## src/rtl/adc_capture_pkg.sv

```systemverilog
// adc_capture_pkg: shared FSM states, pairing codes and bit interleave helper for the ADC DDR capture
package adc_capture_pkg;
  typedef enum logic [1:0] {WAIT, TRAIN, LOCKED, FAIL} state_t;
  localparam logic PAIR_FALL_FIRST = 1'b0;
  localparam logic PAIR_RISE_FIRST = 1'b1;
  function automatic logic [63:0] interleave(input logic [31:0] hi, input logic [31:0] lo);
    logic [63:0] r;
    r = '0;
    for (int i = 0; i < 32; i++) begin
      r[2*i+1] = hi[i];
      r[2*i]   = lo[i];
    end
    return r;
  endfunction
endpackage

```

## src/rtl/adc_ddr_lane.sv

```systemverilog
// adc_ddr_lane: one LVDS lane, same-edge-pipelined DDR capture followed by dr1/df1/df2 alignment registers
module adc_ddr_lane (
  input  logic data_clk,
  input  logic rst_n,
  input  logic d,
  output logic dr1,
  output logic df1,
  output logic df2
);
  logic rcap, fcap, dr, df;
  always_ff @(negedge data_clk or negedge rst_n)
    if (!rst_n) fcap <= 1'b0;
    else fcap <= d;
  // rise and following fall of the same period leave the IDDR together on the next rising edge
  always_ff @(posedge data_clk or negedge rst_n)
    if (!rst_n) {rcap, dr, df, dr1, df1, df2} <= '0;
    else begin
      rcap <= d;
      dr   <= rcap;
      df   <= fcap;
      dr1  <= dr;
      df1  <= df;
      df2  <= df1;
    end
endmodule

```

## src/rtl/adc_ddr_capture_align.sv

```systemverilog
// adc_ddr_capture_align: DDR ADC capture, rise/fall pairing training FSM and output pipeline.
// Optional pattern checker enabled by macro ADC_CAPTURE_PATCHK_EN.
module adc_ddr_capture_align
  import adc_capture_pkg::*;
#(
  parameter int               LANES         = 8,
  parameter int               PIPE_DEPTH    = 1,
  parameter int               RDY_CYCLES    = 4,
  parameter logic [2*LANES-1:0] TRAIN_PATTERN = 16'hA53C,
  parameter int               MATCH_COUNT   = 16,
  parameter int               TIMEOUT       = 4096
) (
  input  logic             data_clk,
  input  logic             reset_n,
  input  logic [LANES:0]   din,
  input  logic             train_req,
  input  logic             chk_en,
  output logic [2*LANES:0] data_out,
  output logic             data_valid,
  output logic             locked,
  output logic             train_fail,
  output logic             pair_sel,
  output logic [15:0]      err_cnt
);
  localparam int SW = 2 * LANES;
  localparam int RW = $clog2(RDY_CYCLES + 1);
  localparam int MW = $clog2(MATCH_COUNT + 1);
  localparam int TW = $clog2(TIMEOUT + 1);
  logic [1:0] rst_sync;
  logic rst_n;
  logic [LANES:0] dr1, df1, df2;
  logic [SW-1:0] samp0, samp1;
  logic [SW:0] asm_d;
  logic [SW:0] pipe [PIPE_DEPTH+1];
  logic [PIPE_DEPTH:0] vld;
  logic hit0, hit1, lock0, lock1;
  logic [RW-1:0] rdy_cnt;
  logic [MW-1:0] m0, m1;
  logic [TW-1:0] to_cnt;
  state_t state_q, state_d;
  logic unused_df1;
  always_ff @(posedge data_clk or negedge reset_n)
    if (!reset_n) rst_sync <= '0;
    else rst_sync <= {rst_sync[0], 1'b1};
  assign rst_n = rst_sync[1];
  for (genvar g = 0; g <= LANES; g++) begin : g_lane
    adc_ddr_lane u_lane (
      .data_clk (data_clk),
      .rst_n    (rst_n),
      .d        (din[g]),
      .dr1      (dr1[g]),
      .df1      (df1[g]),
      .df2      (df2[g])
    );
  end
  // both candidate pairings are built every clock so training can compare them side by side
  assign samp0 = SW'(interleave(32'(df2[LANES-1:0]), 32'(dr1[LANES-1:0])));
  assign samp1 = SW'(interleave(32'(dr1[LANES-1:0]), 32'(df1[LANES-1:0])));
  assign asm_d = pair_sel ? {dr1[LANES], samp1} : {df2[LANES], samp0};
  assign unused_df1 = df1[LANES];
  assign hit0  = samp0 == TRAIN_PATTERN;
  assign hit1  = samp1 == TRAIN_PATTERN;
  assign lock0 = hit0 && m0 == MW'(MATCH_COUNT - 1);
  assign lock1 = hit1 && m1 == MW'(MATCH_COUNT - 1);
  always_comb begin
    state_d = state_q;
    unique case (state_q)
      WAIT:    state_d = rdy_cnt == RW'(RDY_CYCLES - 1) ? TRAIN : WAIT;
      TRAIN:   state_d = (lock0 || lock1) ? LOCKED : to_cnt == TW'(TIMEOUT - 1) ? FAIL : TRAIN;
      default: state_d = state_q;
    endcase
    if (train_req) state_d = TRAIN;
    locked     = state_q == LOCKED;
    train_fail = state_q == FAIL;
    data_valid = locked && vld[PIPE_DEPTH];
  end
  always_ff @(posedge data_clk or negedge rst_n)
    if (!rst_n) begin
      state_q  <= WAIT;
      rdy_cnt  <= '0;
      m0       <= '0;
      m1       <= '0;
      to_cnt   <= '0;
      pair_sel <= PAIR_FALL_FIRST;
    end else begin
      state_q <= state_d;
      if (state_q == WAIT && rdy_cnt != RW'(RDY_CYCLES)) rdy_cnt <= rdy_cnt + 1'b1;
      if (state_q != TRAIN || train_req) begin
        m0     <= '0;
        m1     <= '0;
        to_cnt <= '0;
      end else begin
        m0     <= !hit0 ? MW'(0) : m0 == MW'(MATCH_COUNT) ? m0 : m0 + 1'b1;
        m1     <= !hit1 ? MW'(0) : m1 == MW'(MATCH_COUNT) ? m1 : m1 + 1'b1;
        to_cnt <= to_cnt == TW'(TIMEOUT) ? to_cnt : to_cnt + 1'b1;
      end
      if (state_d == FAIL) pair_sel <= PAIR_FALL_FIRST;
      else if (state_q == TRAIN && state_d == LOCKED) pair_sel <= lock0 ? PAIR_FALL_FIRST : PAIR_RISE_FIRST;
    end
  // valid rides along the pipeline so words assembled with a stale pairing are never flagged
  always_ff @(posedge data_clk or negedge rst_n)
    if (!rst_n) begin
      pipe <= '{default: '0};
      vld  <= '0;
    end else begin
      pipe[0] <= asm_d;
      vld[0]  <= state_q == LOCKED;
      for (int k = 1; k <= PIPE_DEPTH; k++) begin
        pipe[k] <= pipe[k-1];
        vld[k]  <= vld[k-1];
      end
    end
  assign data_out = pipe[PIPE_DEPTH];
`ifdef ADC_CAPTURE_PATCHK_EN
  logic [15:0] err_q;
  always_ff @(posedge data_clk or negedge rst_n)
    if (!rst_n) err_q <= '0;
    else if (train_req) err_q <= '0;
    else if (data_valid && chk_en && data_out[SW-1:0] != TRAIN_PATTERN && err_q != 16'hFFFF) err_q <= err_q + 1'b1;
  assign err_cnt = err_q;
`else
  logic unused_chk_en;
  assign unused_chk_en = chk_en;
  assign err_cnt = '0;
`endif
endmodule

```

## config.mk

```make
export PLATFORM = sky130hd
export DESIGN_NAME = adc_ddr_capture_align
export DESIGN_NICKNAME = d
export VERILOG_FILES = /design/src/rtl/adc_capture_pkg.sv /design/src/rtl/adc_ddr_lane.sv /design/src/rtl/adc_ddr_capture_align.sv
export SDC_FILE = /design/constraint.sdc
export NUM_CORES = 1
export LEC_CHECK = 0
export ABC_CLOCK_PERIOD_IN_PS = 5600
export CAP_MARGIN = 15
export CORE_AREA = 4 4 102 104
export CTS_CLUSTER_DIAMETER = 30
export DETAILED_ROUTE_END_ITERATION = 12
export DIE_AREA = 0 0 106 108
export GPL_TIMING_DRIVEN = 0
export HOLD_SLACK_MARGIN = 0.06
export PLACE_DENSITY = 0.76
export SYNTH_ARGS = -nofsm -noshare
export SYNTH_HDL_FRONTEND = slang
export SYNTH_HIERARCHICAL = 1
export SYNTH_SLANG_ARGS = --single-unit
```

## constraint.sdc

```tcl
create_clock -name data_clk -period 5.6 [get_ports data_clk]
set_clock_uncertainty 0.05 [all_clocks]
set_input_delay 0.84 -clock data_clk [delete_from_list [all_inputs] [get_ports data_clk]]
set_output_delay 0.84 -clock data_clk [all_outputs]
set_load 0.005 [all_outputs]
```

-- After elaboration in Yosys (flattened, before gate mapping)
Cells that the tools add are included.
- register bits after elaboration: 130
- latch bits: 0
- bits in writable memories: 0
- memory bits (read-only): 0
- input bits: 13
- output and inout port bits: 37
- word-level logic and storage cells: 122
- memories kept: 0
- $add $sub $neg: 4
- multipliers: 0
- divide/modulo/power cells: 0
- order comparisons: 0
- equal/unequal tests: 19
- shift operators: 0
- multiplexer cells: 17
- bitwise logic cells: 0
- reductions and logical operators: 9
- operators by type and width (kind ; number):
    $eq 16x16->1 const B ; 2
    $mux 5 ; 6
    $mux 13 ; 2
    $mux 17 ; 1
    $add 13x1->13 const B ; 1
    $eq 13x12->1 const B ; 1
    $eq 13x13->1 const B ; 1
    $add 5x1->5 const B ; 2
    $eq 5x4->1 const B ; 2
    $eq 5x5->1 const B ; 2
    $ne 3x3->1 const B ; 3
    $eq 2x2->1 const B ; 4
    $mux 2 ; 3
    $logic_and 1x1->1 ; 5
    $mux 1 ; 4
    $pmux 2 s2 ; 1
    $add 3x1->3 const B ; 1
    $eq 3x2->1 const B ; 1
    $eq 2x1->1 const B ; 1
    $logic_not 2->1 ; 1
    $logic_or 1x1->1 ; 2
    $ne 2x1->1 const B ; 1
    $ne 2x2->1 const B ; 1
    $reduce_bool 2->1 ; 1

-- Longest topological paths before layout
Gate-level depths: netlist of the first run.
- word-level depth: 10
- mapped depth: 7
- gate-level depth less buffers: 7

-- Modules after synthesis
Netlist of the first run, hierarchy kept.
- by module, submodules not included (module ; instances ; cells each ; area an instance (um^2) ; sequential area each (um^2)):
    adc_ddr_capture_align ; 1 ; 258 ; 3052.9 ; 1676.6
    adc_ddr_lane ; 9 ; 7 ; 175.2 ; 175.2

==> run_results.csv, run 1 <==
group,metric,value,unit
status,status,"completed",
worst_setup_path,startpoint_type,"register",
detailed_routing,routed_wl,7040,um
worst_hold_path,whs_endpoint,"g_lane[5].u_lane/dr1",
flow_run,drv_cap,0,
cells_and_area,drive_above_1_share,24.44,%
cells_and_area,num-nets-final,412,
yosys,synth-warning-count,6,
power_and_ir_drop,ir_worst_vdd,0.2070,mV
global_route,gr-usage-all-layers,13.79,%
yosys,synth_top_area_share,65.41,%
cells_and_area,diodes,0,
yosys,synthArstFlopShare,100.0,%
die,ios,50,
die,die_area,11450,um^2
die,coreArea,9549,um^2
cells_and_area,nFillCells,727,
detailed_routing,met1_length,2785,um
cells_and_area,stdcell_count,534,
clocking,cts_resized,0,
clocking,htree_levels,4,
detailed_routing,route.met2.wl,3852,um
die,initial_core_util,48.48,%
worst_setup_path,worstPathMaxFanout,65,
yosys,synth_area_leaders,"dfrtp_1 (65%), buf_4 (5.4%), dfrtn_1 (4.9%)",
clocking,clk_pin_slew,0.06,ns
yosys,synth-edff-count,0,
power_and_ir_drop,clkPwrFrac,51.2,%
die,die_height,108,um
clocking,cts_tree,"yes",
worst_setup_path,cp.required,3.43,ns
detailed_routing,drtAntennaViolNets,0,
worst_setup_path,endpoint_kind,"asynchronous set/reset pin",
worst_hold_path,min-delay-start,"g_lane[5].u_lane/dr",
power_and_ir_drop,p_sw,0.4626,mW
yosys,syn-cell-area,4629,um^2
yosys,ys_seq_elements,130,
sta,drv_slew,0,
worst_setup_path,slowest_stage,"dfrtp_4",
worst_setup_path,cp-startpoint,"rst_sync[1]",
detailed_routing,top_layer_used,"met4",
sta,finalHoldViolations,0,
placement,dp_cells,502,
worst_setup_path,rr_startpoint,"rst_sync[1]",
worst_setup_path,r2r_setup_slack,1.58,ns
detailed_routing,met3WireLength,276,um
detailed_routing,avgViaCountPerCell,4.534,
worst_setup_path,reg2reg_to,"g_lane[1].u_lane/fcap",
sta,rsz0062_at_grt,"false",
clocking,post_cts_buffers,0,
detailed_routing,drc_errors,0,
power_and_ir_drop,seqPwrFrac,45.2,%
placement,hpwl,4488,um
detailed_routing,dr.pass1.iters,4,
power_and_ir_drop,total_leakage_power,2.619,nW
clocking,holdBufCountCts,0,
sta,setup_violations,0,
worst_setup_path,critPathTopFamily,"flip-flops",
worst_hold_path,worstHoldPathCells,0,
placement,gp_congestion,0.7895,
global_route,grt_max_degree,66,
yosys,synth_top_area_cell,"dfrtp_1",
yosys,synth_common_cells,"dfrtp_1 (121), buf_4 (33), nor2_1 (23), mux2_2 (17), inv_1 (15)",
worst_setup_path,critPathMaxStageDelay,0.96,ns
worst_setup_path,crit_arrival,1.85,ns
placement,place_ws,1.264,ns
clocking,clockRootBuffer,"clkbuf_8",
power_and_ir_drop,p_sw_share,20.71,%
yosys,ys_seq_area_share,70.27,%
global_route,grt_pass1_wl,11950,um
sta,worst_pin_slew,0.8328,ns
cells_and_area,synthToLayoutAreaGrowth,26.03,%
global_route,antenna_found_initial,0,
clocking,clock_sinks,130,
sta,worst_slack,1.583,ns
worst_hold_path,hold_path.class,"register to register",
clocking,cts_made_buffers,17,
sta,relSlewSlack,44.48,%
die,die_w,106,um
worst_setup_path,path_cells,"buf_16",
yosys,yosysMostFrequentCell,"dfrtp_1",
worst_setup_path,crit_type,"register to asynchronous set/reset pin",
sta,tns,0,ns
placement,numPortBuffers,32,
worst_setup_path,cp_num_buf_inv,1,
worst_setup_path,ff2ff_path_depth,1,
cells_and_area,multiInputGateArea,1115,um^2
power_and_ir_drop,p_comb_share,3.6,%
yosys,synth.avg_cell_area,14.42,um^2
detailed_routing,dr_total_vias,2421,
yosys,syn-instance-count,321,
global_route,grt_pass1_vias,2590,
detailed_routing,drt-wirelength-per-cell,13.18,um
yosys,synthFlopType,"dfrtp_1",
yosys,ys_types,38,
global_route,overflow,0,
power_and_ir_drop,p_per_area,382.9,nW/um^2
clocking,cts_max_path_buffers,2,
die,rows,36,
clocking,clock_latency,0.50,ns
power_and_ir_drop,internal_power,1.771,mW
cells_and_area,seq_area,3257,um^2
detailed_routing,drtIter0Drc,113,
cell usage in the layout (no fill, tap or decap), drive strengths merged, types with 5 or more instances in the layout:
master	Yosys	layout
dfrtp	121	121
buf	36	37
clkdlybuf4s50	0	32
nor2	23	23
clkbuf	0	18
inv	15	18
mux2	17	17
conb	2	17
xnor2	11	11
ha	11	11
dfrtn	9	9
nand2	8	8
a21oi	8	8
nand3	8	8
xor2	6	6
clkinv	0	6
o21ai	5	5
nor3	5	5
nor4b	5	5
cells by family after synthesis:
logic type               after synthesis  synth area share (%)
adder cells (fa/ha/maj)               11                 2.973
flip-flops                           130                 70.27
AND/OR/NAND/NOR                       75                 10.05
multiplexers                          19                 4.568
buffers and inverters                 51                 6.865
other                                  2                0.1622
XOR/XNOR                              17                 3.216
AO/OA/AOI/OAI                         16                 1.892
worst max-delay path by stage:
stage,end,cells past startpoint
global placement,g_lane[8].u_lane/fcap,0
global route,g_lane[3].u_lane/fcap,1
detailed placement,g_lane[7].u_lane/fcap,1
CTS,g_lane[1].u_lane/fcap,1
finish,g_lane[1].u_lane/fcap,1
floorplan,g_lane[0].u_lane/fcap,0
stage by stage:
step | area [um^2] | util [%] | total power [mW] | hold slack [ns]
2_1_floorplan | 4687 | - | 1.067 | 0.2811
3_3_place_gp | 5174 | 54.18 | 1.098 | 0.2812
3_5_place_dp | 5204 | 54.49 | 1.106 | 0.2847
4_1_cts | 5834 | 61.10 | 2.259 | 0.2945
5_1_grt | 5834 | 61.10 | 2.323 | 0.3002
6_report | 5834 | 61.10 | 2.234 | 0.2932
final cells by class:
| cell class | instances | share of cell area (%) |
|---|---|---|
| well taps | 133 | 2.852 |
| multi-input cells | 155 | 19.11 |
| inverters | 15 | 0.9650 |
| flip-flops and latches | 130 | 55.82 |
| repair buffers | 33 | 5.962 |
| clock buffers | 18 | 7.334 |
| clock inverters | 14 | 3.474 |
| plain buffers | 36 | 4.482 |
state kept, by name (all words and copies together) (netlist names), 3 cells and up:
name	flops
rdy_cnt	3
g_lane.u_lane/df1	9
g_lane.u_lane/fcap	9
g_lane.u_lane/rcap	9
g_lane.u_lane/dr1	9
g_lane.u_lane/df2	9
pipe	17
m1	5
m0	5
to_cnt	13
data_out	17
g_lane.u_lane/dr	9
g_lane.u_lane/df	9
layer usage:
| metal | vias up | GRT usage, % |
|---|---|---|
| li1 | 1150 | - |
| met1 | 1210 | 15.22 |
| met2 | 50 | 23.77 |
| met3 | 11 | 5.015 |
| met4 | 0 | 6.660 |
| met5 | - | 0 |
power by group through the flow:
stage / combinational [mW] / clock (mW) / sequential, mW
floorplan: 0.0433 / 0 / 1.02
global placement: 0.0672 / 0 / 1.03
detailed placement: 0.0801 / 0 / 1.03
CTS: 0.0808 / 1.17 / 1.01
global route: 0.0906 / 1.22 / 1.02
finish: 0.0798 / 1.14 / 1.01
Power figures use the tool's default switching activity.
==> run 2, diff against run 1 <==
- ABC_CLOCK_PERIOD_IN_PS: 5600 -> 3900
- clock period: 5.6 -> 3.9 ns (I/O delays scaled with it)
==> run_results.csv, run 2 (synthesis results as in run 1) <==
group,metric,value,unit
die,die_height,108,um
worst_setup_path,critPathMaxStageDelay,0.90,ns
sta,relSlewSlack,51.13,%
clocking,htree_levels,4,
global_route,antenna_found_initial,0,
clocking,clock_latency,0.50,ns
worst_setup_path,critPathTopFamily,"flip-flops",
clocking,cts_max_path_buffers,2,
worst_setup_path,path_cells,"buf_16",
cells_and_area,drive_above_1_share,24.19,%
die,die_w,106,um
global_route,grt_pass1_wl,12240,um
flow_run,drv_cap,0,
detailed_routing,dr.pass1.iters,4,
sta,worst_slack,0.7507,ns
worst_setup_path,cp.required,2.57,ns
clocking,cts_made_buffers,17,
sta,worst_pin_slew,0.7331,ns
global_route,grt_pass1_vias,2642,
placement,place_ws,0.6681,ns
power_and_ir_drop,ir_worst_vdd,0.3045,mV
sta,hold_slack,0.1934,ns
cells_and_area,stdcell_count,534,
clocking,cts_tree,"yes",
detailed_routing,drtAntennaViolNets,0,
cells_and_area,diodes,0,
global_route,overflow,0,
worst_setup_path,crit_type,"register to asynchronous set/reset pin",
cells_and_area,final_cell_mix,"dfrtp_1 (120), buf_4 (33), clkdlybuf4s50_1 (32)",
sta,drv_slew,0,
clocking,clock_sinks,130,
detailed_routing,avgViaCountPerCell,4.532,
worst_setup_path,r2r_setup_slack,0.75,ns
die,initial_core_util,48.48,%
placement,numPortBuffers,32,
detailed_routing,drt-wirelength-per-cell,13.40,um
worst_setup_path,cp_num_buf_inv,1,
worst_setup_path,worstPathMaxFanout,71,
die,coreArea,9549,um^2
placement,hpwl,4278,um
worst_setup_path,reg2reg_to,"g_lane[6].u_lane/fcap",
clocking,clk_pin_slew,0.06,ns
worst_hold_path,hold_path.class,"input port to asynchronous set/reset pin",
cells_and_area,layout_commonest_cell,"dfrtp_1",
clocking,clockRootBuffer,"clkbuf_8",
placement,dp_cells,502,
detailed_routing,drtIter0Drc,99,
worst_setup_path,crit_arrival,1.82,ns
sta,finalHoldViolations,0,
cells_and_area,nFillCells,732,
die,ios,50,
worst_setup_path,rr_startpoint,"rst_sync[1]",
cells_and_area,synthToLayoutAreaGrowth,26.49,%
sta,tns,0,ns
detailed_routing,drc_errors,0,
die,die_area,11450,um^2
clocking,cts_resized,0,
cells_and_area,num-nets-final,412,
detailed_routing,routed_wl,7157,um
global_route,gr-usage-all-layers,14.13,%
global_route,grt_max_degree,72,
worst_setup_path,ff2ff_path_depth,1,
die,rows,36,
placement,gp_congestion,0.7758,
power_and_ir_drop,p_per_area,558.5,nW/um^2
worst_setup_path,slowest_stage,"dfrtp_4",
sta,setup_violations,0,
sta,rsz0062_at_grt,"false",
clocking,holdBufCountCts,0,
detailed_routing,dr_total_vias,2420,
clocking,post_cts_buffers,0,
power_and_ir_drop,total_leakage_power,2.631,nW
worst_setup_path,startpoint_type,"register",
status,status,"completed",
worst_setup_path,endpoint_kind,"asynchronous set/reset pin",
==> run 2: cell types whose count changed in the layout (fill, tap and decap cells not counted) <==
| cell | delta |
|---|---|
| bufinv_16 | +1 |
| clkbuf_1 | +1 |
| clkinv_2 | -1 |
| clkinv_4 | -2 |
| clkinvlp_4 | -1 |
| inv_6 | +2 |
==> run 2: how the worst max path moves through the flow <==
stage,depth (start not counted),start,endpoint
3_5_place_dp,1,din[4],g_lane[4].u_lane/fcap
6_report,1,rst_sync[1],g_lane[6].u_lane/fcap
5_1_grt,1,rst_sync[1],g_lane[5].u_lane/fcap
2_1_floorplan,0,rst_sync[1],g_lane[0].u_lane/fcap
4_1_cts,1,rst_sync[1],g_lane[7].u_lane/fcap
3_3_place_gp,0,rst_sync[1],g_lane[8].u_lane/fcap
==> run 2: stage by stage <==
stage | power (mW) | util, % | cell area (um^2)
after floorplan | 1.533 | - | 4690
after global placement | 1.577 | 54.21 | 5176
after detailed placement | 1.589 | 54.49 | 5204
after CTS | 3.310 | 61.32 | 5856
after global routing | 3.394 | 61.32 | 5856
final | 3.271 | 61.32 | 5856
==> run 2: where the power goes <==
part           switching [mW]  total (mW)  leakage (nW)  internal, mW
combinational          0.0475       0.116         0.741        0.0690
clock                   0.572        1.70         0.318          1.13
sequential             0.0388        1.45          1.57          1.41
total                   0.658        3.27          2.63          2.61
==> run 2: final cells by class <==
| class | count | area [um^2] | area share [%] |
|---|---|---|---|
| plain buffers | 36 | 261.5 | 4.466 |
| clock buffers | 19 | 431.7 | 7.372 |
| clock inverters | 13 | 220.2 | 3.761 |
| inverters | 15 | 56.30 | 0.9615 |
| multi-input cells | 155 | 1115 | 19.04 |
| flip-flops and latches | 130 | 3257 | 55.62 |
| well taps | 133 | 166.4 | 2.842 |
| repair buffers | 33 | 347.8 | 5.940 |
==> run 2: per-layer routing <==
metal	share of wire [%]	track usage, %	up-vias
met5	0	0	-
met4	1.3	5.828	0
met3	3.5	4.716	8
met2	53	24.77	51
met1	42	15.96	1206
li1	-	-	1155
